===== src/rtl/eth_reply_tx.sv =====
// Builds ARP replies and ICMP echo replies as 32-bit words for the MAC TX FIFO.
// First word 1 cycle after IDLE (ARP) or 3 cycles (ping); data/sop/eop held while i_tx_rdy is low.
module eth_reply_tx #(
  parameter int         MIN_WORDS = 16,
  parameter logic [7:0] IP_TTL    = 8'd64
) (
  input  logic        clk,
  input  logic        rst_n,
  input  logic [47:0] i_self_mac,
  input  logic [31:0] i_self_ip,
  input  logic        i_arp_req_flag,
  input  logic [47:0] i_arp_req_mac,
  input  logic [31:0] i_arp_req_ip,
  output logic        o_clear_arp_req,
  input  logic        i_ping_req_flag,
  input  logic [47:0] i_ping_req_mac,
  input  logic [31:0] i_ping_req_ip,
  input  logic [7:0]  i_ping_size,
  input  logic [31:0] i_ping_data,
  output logic        o_ping_rdy,
  output logic        o_clear_ping_req,
  output logic [31:0] o_tx_data,
  output logic        o_tx_sop,
  output logic        o_tx_eop,
  output logic        o_tx_vld,
  input  logic        i_tx_rdy
);

  typedef enum logic [2:0] {
    IDLE, ARP_TX, PING_PREP, PING_HDR, PING_ICMP, PING_PAY, PAD, DONE
  } state_t;

  localparam logic [8:0] MIN_W    = MIN_WORDS[8:0];
  localparam logic [8:0] ARP_LAST = ((MIN_W > 9'd11) ? MIN_W : 9'd11) - 9'd1;

  state_t      state;
  logic [8:0]  wcnt;
  logic [8:0]  last_idx;
  logic        prep_ph;
  logic        is_arp;
  logic [47:0] dmac;
  logic [47:0] smac;
  logic [31:0] dip;
  logic [31:0] sip;
  logic [7:0]  psize;
  logic [15:0] total_len;
  logic [15:0] ip_id;
  logic [15:0] ip_csum;
  logic [19:0] csum_acc;
  logic        vld;
  logic        sop;
  logic        eop;
  logic        clr_arp;
  logic        clr_ping;

  logic        accept;
  logic [8:0]  wcnt_nx;
  logic [8:0]  ping_words;
  logic [8:0]  ping_last;
  logic [8:0]  pay_last;
  logic [19:0] hdr_sum;
  logic [16:0] fold1;
  logic [15:0] fold2;
  logic [16:0] icmp_sum;
  logic [15:0] icmp_csum;
  logic [31:0] tx_data;

  assign accept     = vld & i_tx_rdy;
  assign wcnt_nx    = wcnt + 9'd1;
  assign ping_words = 9'd9 + {1'b0, i_ping_size};
  assign ping_last  = ((ping_words > MIN_W) ? ping_words : MIN_W) - 9'd1;
  assign pay_last   = 9'd8 + {1'b0, psize};

  // IPv4 header checksum: wide sum first, then fold the carries back in
  assign hdr_sum = 20'h04500 + {4'd0, total_len} + {4'd0, ip_id} + 20'h04000
                 + {4'd0, IP_TTL, 8'h01}
                 + {4'd0, sip[31:16]} + {4'd0, sip[15:0]}
                 + {4'd0, dip[31:16]} + {4'd0, dip[15:0]};
  assign fold1 = {1'b0, csum_acc[15:0]} + {13'd0, csum_acc[19:16]};
  assign fold2 = fold1[15:0] + {15'd0, fold1[16]};

  // Echo request -> reply changes the type byte 8 -> 0, so the checksum rises by 0x0800
  assign icmp_sum  = {1'b0, i_ping_data[15:0]} + 17'h00800;
  assign icmp_csum = icmp_sum[15:0] + {15'd0, icmp_sum[16]};

  function automatic logic [31:0] mac_word(input logic [1:0]  idx,
                                           input logic [47:0] d,
                                           input logic [47:0] s,
                                           input logic [15:0] etype);
    logic [31:0] w;
    case (idx)
      2'd0:    w = {16'h0000, d[47:32]};
      2'd1:    w = d[31:0];
      2'd2:    w = s[47:16];
      default: w = {s[15:0], etype};
    endcase
    return w;
  endfunction

  always_comb begin
    tx_data = '0;
    case (state)
      ARP_TX: begin
        if (wcnt < 9'd4) begin
          tx_data = mac_word(wcnt[1:0], dmac, smac, 16'h0806);
        end else begin
          case (wcnt[3:0])
            4'd4:    tx_data = 32'h0001_0800;
            4'd5:    tx_data = 32'h0604_0002;
            4'd6:    tx_data = smac[47:16];
            4'd7:    tx_data = {smac[15:0], sip[31:16]};
            4'd8:    tx_data = {sip[15:0], dmac[47:32]};
            4'd9:    tx_data = dmac[31:0];
            4'd10:   tx_data = dip;
            default: tx_data = '0;
          endcase
        end
      end
      PING_HDR: begin
        if (wcnt < 9'd4) begin
          tx_data = mac_word(wcnt[1:0], dmac, smac, 16'h0800);
        end else begin
          case (wcnt[3:0])
            4'd4:    tx_data = {8'h45, 8'h00, total_len};
            4'd5:    tx_data = {ip_id, 16'h4000};
            4'd6:    tx_data = {IP_TTL, 8'h01, ip_csum};
            4'd7:    tx_data = sip;
            4'd8:    tx_data = dip;
            default: tx_data = '0;
          endcase
        end
      end
      PING_ICMP: tx_data = {8'h00, i_ping_data[23:16], icmp_csum};
      PING_PAY:  tx_data = i_ping_data;
      default:   tx_data = '0;
    endcase
  end

  assign o_tx_data        = tx_data;
  assign o_tx_vld         = vld;
  assign o_tx_sop         = sop;
  assign o_tx_eop         = eop;
  assign o_clear_arp_req  = clr_arp;
  assign o_clear_ping_req = clr_ping;
  assign o_ping_rdy       = ((state == PING_ICMP) | (state == PING_PAY)) & i_tx_rdy;

  always_ff @(posedge clk or negedge rst_n) begin
    if (!rst_n) begin
      state     <= IDLE;
      wcnt      <= '0;
      last_idx  <= '0;
      prep_ph   <= 1'b0;
      is_arp    <= 1'b0;
      dmac      <= '0;
      smac      <= '0;
      dip       <= '0;
      sip       <= '0;
      psize     <= '0;
      total_len <= '0;
      ip_id     <= '0;
      ip_csum   <= '0;
      csum_acc  <= '0;
      vld       <= 1'b0;
      sop       <= 1'b0;
      eop       <= 1'b0;
      clr_arp   <= 1'b0;
      clr_ping  <= 1'b0;
    end else begin
      clr_arp  <= 1'b0;
      clr_ping <= 1'b0;
      case (state)
        IDLE: begin
          wcnt <= '0;
          if (i_arp_req_flag) begin
            is_arp   <= 1'b1;
            dmac     <= i_arp_req_mac;
            dip      <= i_arp_req_ip;
            smac     <= i_self_mac;
            sip      <= i_self_ip;
            last_idx <= ARP_LAST;
            vld      <= 1'b1;
            sop      <= 1'b1;
            eop      <= 1'b0;
            state    <= ARP_TX;
          end else if (i_ping_req_flag) begin
            is_arp    <= 1'b0;
            dmac      <= i_ping_req_mac;
            dip       <= i_ping_req_ip;
            smac      <= i_self_mac;
            sip       <= i_self_ip;
            psize     <= i_ping_size;
            total_len <= 16'd20 + {6'd0, i_ping_size, 2'b00};
            last_idx  <= ping_last;
            prep_ph   <= 1'b0;
            // Without the ICMP header there is nothing to echo: consume the request silently
            if (i_ping_size < 8'd2) begin
              clr_ping <= 1'b1;
              state    <= DONE;
            end else begin
              state <= PING_PREP;
            end
          end
        end
        PING_PREP: begin
          if (!prep_ph) begin
            csum_acc <= hdr_sum;
            prep_ph  <= 1'b1;
          end else begin
            ip_csum <= ~fold2;
            vld     <= 1'b1;
            sop     <= 1'b1;
            eop     <= 1'b0;
            state   <= PING_HDR;
          end
        end
        ARP_TX, PING_HDR, PING_ICMP, PING_PAY, PAD: begin
          if (accept) begin
            if (eop) begin
              vld   <= 1'b0;
              sop   <= 1'b0;
              eop   <= 1'b0;
              state <= DONE;
              if (is_arp) begin
                clr_arp <= 1'b1;
              end else begin
                clr_ping <= 1'b1;
                ip_id    <= ip_id + 16'd1;
              end
            end else begin
              wcnt <= wcnt_nx;
              sop  <= 1'b0;
              eop  <= (wcnt_nx == last_idx);
              case (state)
                ARP_TX:    if (wcnt == 9'd10) state <= PAD;
                PING_HDR:  if (wcnt == 9'd8) state <= PING_ICMP;
                PING_ICMP: state <= PING_PAY;
                PING_PAY:  if (wcnt == pay_last) state <= PAD;
                default:   state <= state;
              endcase
            end
          end
        end
        DONE:    state <= IDLE;
        default: state <= IDLE;
      endcase
    end
  end

endmodule

===== config.mk =====
export PLATFORM = sky130hd
export DESIGN_NAME = eth_reply_tx
export DESIGN_NICKNAME = d
export VERILOG_FILES = /design/src/rtl/eth_reply_tx.sv
export SDC_FILE = /design/constraint.sdc
export NUM_CORES = 1
export LEC_CHECK = 0
export CAP_MARGIN = 20
export CORE_MARGIN = 2
export CORE_UTILIZATION = 54
export DETAILED_ROUTE_END_ITERATION = 8
export PLACE_DENSITY = 0.82
export SYNTH_ARGS = -nofsm -noshare
export SYNTH_HDL_FRONTEND = slang
export SYNTH_SLANG_ARGS = --single-unit
export TNS_END_PERCENT = 100

===== constraint.sdc =====
create_clock -name clk -period 5.2 [get_ports clk]
set_input_delay 0.52 -clock clk [delete_from_list [all_inputs] [get_ports clk]]
set_output_delay 0.52 -clock clk [all_outputs]
set_load 0.1 [all_outputs]

==> key figures <==
Timing
  • Final Hold Violating Endpoints: 0
  • Final period util: between 90% and 100%
  • RSZ-0062 raised after global routing: false
  • Max-slew violations: 0
  • Setup TNS: 0 ns
  • Final Skew: 0.0241 ns
  • Min Tclk post-route: a little over 5 ns
  • Max transition margin: 26.4%
  • Final setup fails: 0
  • Max frequency: approximately 200 MHz
  • Worst Max-Slew Pin Slew: 1.10 ns

Logic synthesis
  • Mapped Area: approximately 18000 um^2
  • Multiplexer share of the synthesized area: 5.22%
  • Top post-synthesis cells by area: dfrtp_1 (36%), nand2_1 (9.6%), o21ai_0 (6.8%)
  • Synth Register Bits: between 200 and 300
  • Yosys top cell by area: dfrtp_1
  • Xor/xnor cell area share of the yosys netlist: about 5.1%
  • Post-synthesis simple-gate area fraction: around 16%
  • Ys async rst share: 100%
  • Adder-Cell Fraction of Synth Area: 10.4%
  • Warnings, synthesis: 0
  • Seq/Total Area, Yosys: between 30% and 40%
  • Netlist cell types: 75
  • Largest family of logic cells by synthesized area: compound AO/OA/AOI/OAI gates
  • Synth Flop Type: dfrtp_1
  • Top cell type's share of synthesized area: between 30% and 40%
  • Synthesized area per cell: 8.46 um^2
  • Post-synth EDFFs: 0
  • Mapped Nets: 2510
  • Synthesized instance count: about 2100
  • Synth Area in Compound Gates: slightly above 20%

Setup path
  • Slowest CP cell: a211o_1
  • Element type at the critical path start: flop
  • CP Class: flop to output pin
  • Req. time, crit path: between 4 and 5 ns
  • Cell Chain, Critical Path: inv_1 > ha_2 > or3_1 > o21ai_0 > a211o_1 > o22ai_1 > o21ai_0 > o21ai_0 > buf_12
  • Largest stage delay, worst path: 0.76 ns
  • R2R Setup Slk: 0.39 ns
  • Critical path arrival: between 4 and 5 ns
  • Worst setup EP type: output pin
  • Critical R2R Launch: dip[3]
  • R2r endpoint: csum_acc[17]
  • Worst r2r path cells: 17
  • Cell mode on critical path: o21ai_0
  • Worst Path Max Fanout: 24

CTS
  • Num CTS Buffers: 29
  • Cts repair resizes: 0
  • # hold bufs at CTS: 0
  • Max Root-Sink Buffers: 3
  • Setup bufs post-CTS: 0
  • H-tree Lvls: 1
  • Root buffer cell: clkbuf_16
  • CTS tree: done
  • Clk Latency, worst-skew pair: just under 0.6 ns
  • Clock transition at the registers of the reported paths: 0.06 ns
  • CTS sink count: around 260

Global route
  • First-pass GRT wire length: approximately 100000 um
  • Met2 Use GR: about three fifths
  • Grt total ovfl: 0
  • Largest net degree at the start of global routing: between 200 and 250
  • Met1 Track Usage GR: 55.2%
  • Gr usage total: between 40% and 50%
  • Gr busiest metal: met2
  • Met3 usage: between 10% and 20%
  • Antenna violations before repair: 0
  • Vias in the first global route: about 17000

Flow run
  • Max cap viols: 0

Floorplan
  • Area of the die: approximately 35000 um^2
  • # IOs: between 300 and 400
  • Die span in x: about 190 um
  • Core area: around 33000 um^2
  • Die Span Y: 186 um
  • Row cnt: 66
  • Initial Utilization: 54.9%

Final layout
  • FF/Latch Area: approximately 6400 um^2
  • Area growth from synthesis to layout: 27.9%
  • Ant. Diodes: 0
  • Area occupied by multi-input gates: 10400 um^2
  • Final Core Density: 70.2%
  • Layout cells sized above 1: about 6.7%
  • Final-layout fill cell count: roughly 2600
  • # nets final: roughly 2800

Power
  • Pleak: just over 10 nW
  • Worst IR Drop VDD: 1.11 mV
  • Pwr/cell area: ~860 nW/um^2

Routing
  • Drt wl/cell: 25.1 um
  • Via density: approximately 6.4
  • DRC viols: 4
  • Routed WL: 70900 um
  • DR vias: between 15000 and 20000
  • Antenna Violating Nets Remaining: 0
  • Pre-antenna DRT Iters: 9
  • Iteration-0 DRC Markers: 2552

Placed design
  • RD Place Congestion: between 1 and 1.5
  • Dpl hpwl: about 53000 um
  • Port bufs: approximately 320

Outcome
  • Status: complete, but fails checks
  • Failing checks: DRC

Min path
  • Worst hold path type: primary input to async pin
layout by cell type (no fill, tap or decap), types with 11 or more instances in the layout:
master           Yosys  layout
buf_4                1      40
clkdlybuf4s50_1      0     288
xnor2_1             63      63
clkbuf_16            0      29
nor2b_1             17      17
a22o_1              18      18
a22oi_1             27      27
xor2_1              41      41
buf_12               0      32
a221oi_1            31      31
nor3_1              20      19
nor2_1              63      63
inv_1              152     152
nand2_1            455     455
nand3_1             37      37
mux2i_1             82      82
ha_1                56      52
nand2b_1            11      11
a222oi_1            41      41
o22ai_1             30      30
fa_1                58      58
o21ai_0            241     241
a31oi_1             13      13
and3_1              15      15
dfrtp_1            256     256
a21oi_1             82      82
layout make-up:
type / instances / area share [%]
Multi-Input combinational cell: 1559 / 45.4
Sequential cell: 256 / 28.0
Timing Repair Buffer: 361 / 16.8
Clock buffer: 35 / 3.45
Inverter: 152 / 2.50
Tap cell: 442 / 2.42
Clock inverter: 19 / 1.42
worst max-delay path by stage:
stage / start / endpoint / slack, ns
after CTS: wcnt[1] / o_tx_data[13] / 0.26
after floorplan: wcnt[0] / o_tx_data[2] / 0.43
after detailed placement: dip[3] / csum_acc[17] / 0.48
after global placement: dip[3] / csum_acc[17] / 0.65
after global routing: wcnt[1] / o_tx_data[14] / 0.03
final: wcnt[1] / o_tx_data[13] / 0.09
critical path: cells and delay by family, from the launching register on:
family                     cells  cell delay (ns)
AOI/OAI and AO/OA              5             2.16
DFF                            1             0.61
and+or+nand+nor                1             0.45
buffers and inverters          2             0.39
adders and majority gates      1             0.37
logic make-up (layout without fill, tap and decap cells):
| logic type | after synthesis | after routing |
|---|---|---|
| compound gates | 572 | 572 |
| xor+xnor | 104 | 104 |
| fa+ha+maj | 114 | 114 |
| buf+inv | 296 | 567 |
| flops | 256 | 256 |
| mux | 92 | 92 |
| simple gates | 677 | 677 |
synth_stat cells (all sizes together) (37+ instances only):
master / number
nand2: 455
a21oi: 84
mux2i: 82
xor2: 41
nand3: 37
inv: 152
a222oi: 41
ha: 56
nor2: 63
clkbuf: 118
xnor2: 63
o21ai: 248
fa: 58
dfrtp: 256
where the power goes:
| group | internal [mW] | switching [mW] |
|---|---|---|
| Sequential | 2.80 | 1.17 |
| Combinational | 5.15 | 8.04 |
| Clock | 1.48 | 0.926 |
metal layers:
metal  routed length [um]  vias to the layer above
li1                     -                     7821
met1                27000                     8635
met2                30600                     1288
met3                 9280                      213
met4                 4060                        0
met5                    0                        -
through the flow:
stage	hold slack, ns	setup WS (ns)	power (mW)	instance area [um^2]	std cells
floorplan	0.224	0.433	12.6	17900	2111
global placement	0.467	0.650	16.2	21700	2770
detailed placement	0.476	0.485	16.7	21700	2770
CTS	0.104	0.261	19.3	22800	2824
global route	0.140	0.0349	21.0	22800	2824
finish	0.0483	0.0876	19.6	22800	2824
flip-flops by register name (all words and copies together) (netlist names), 3 cells and up:
name       flops
sip           32
state          3
csum_acc      19
smac          48
psize          8
dip           32
dmac          48
wcnt           9
last_idx       9
total_len      9
ip_csum       16
ip_id         16
Power figures use the tool's default switching activity.
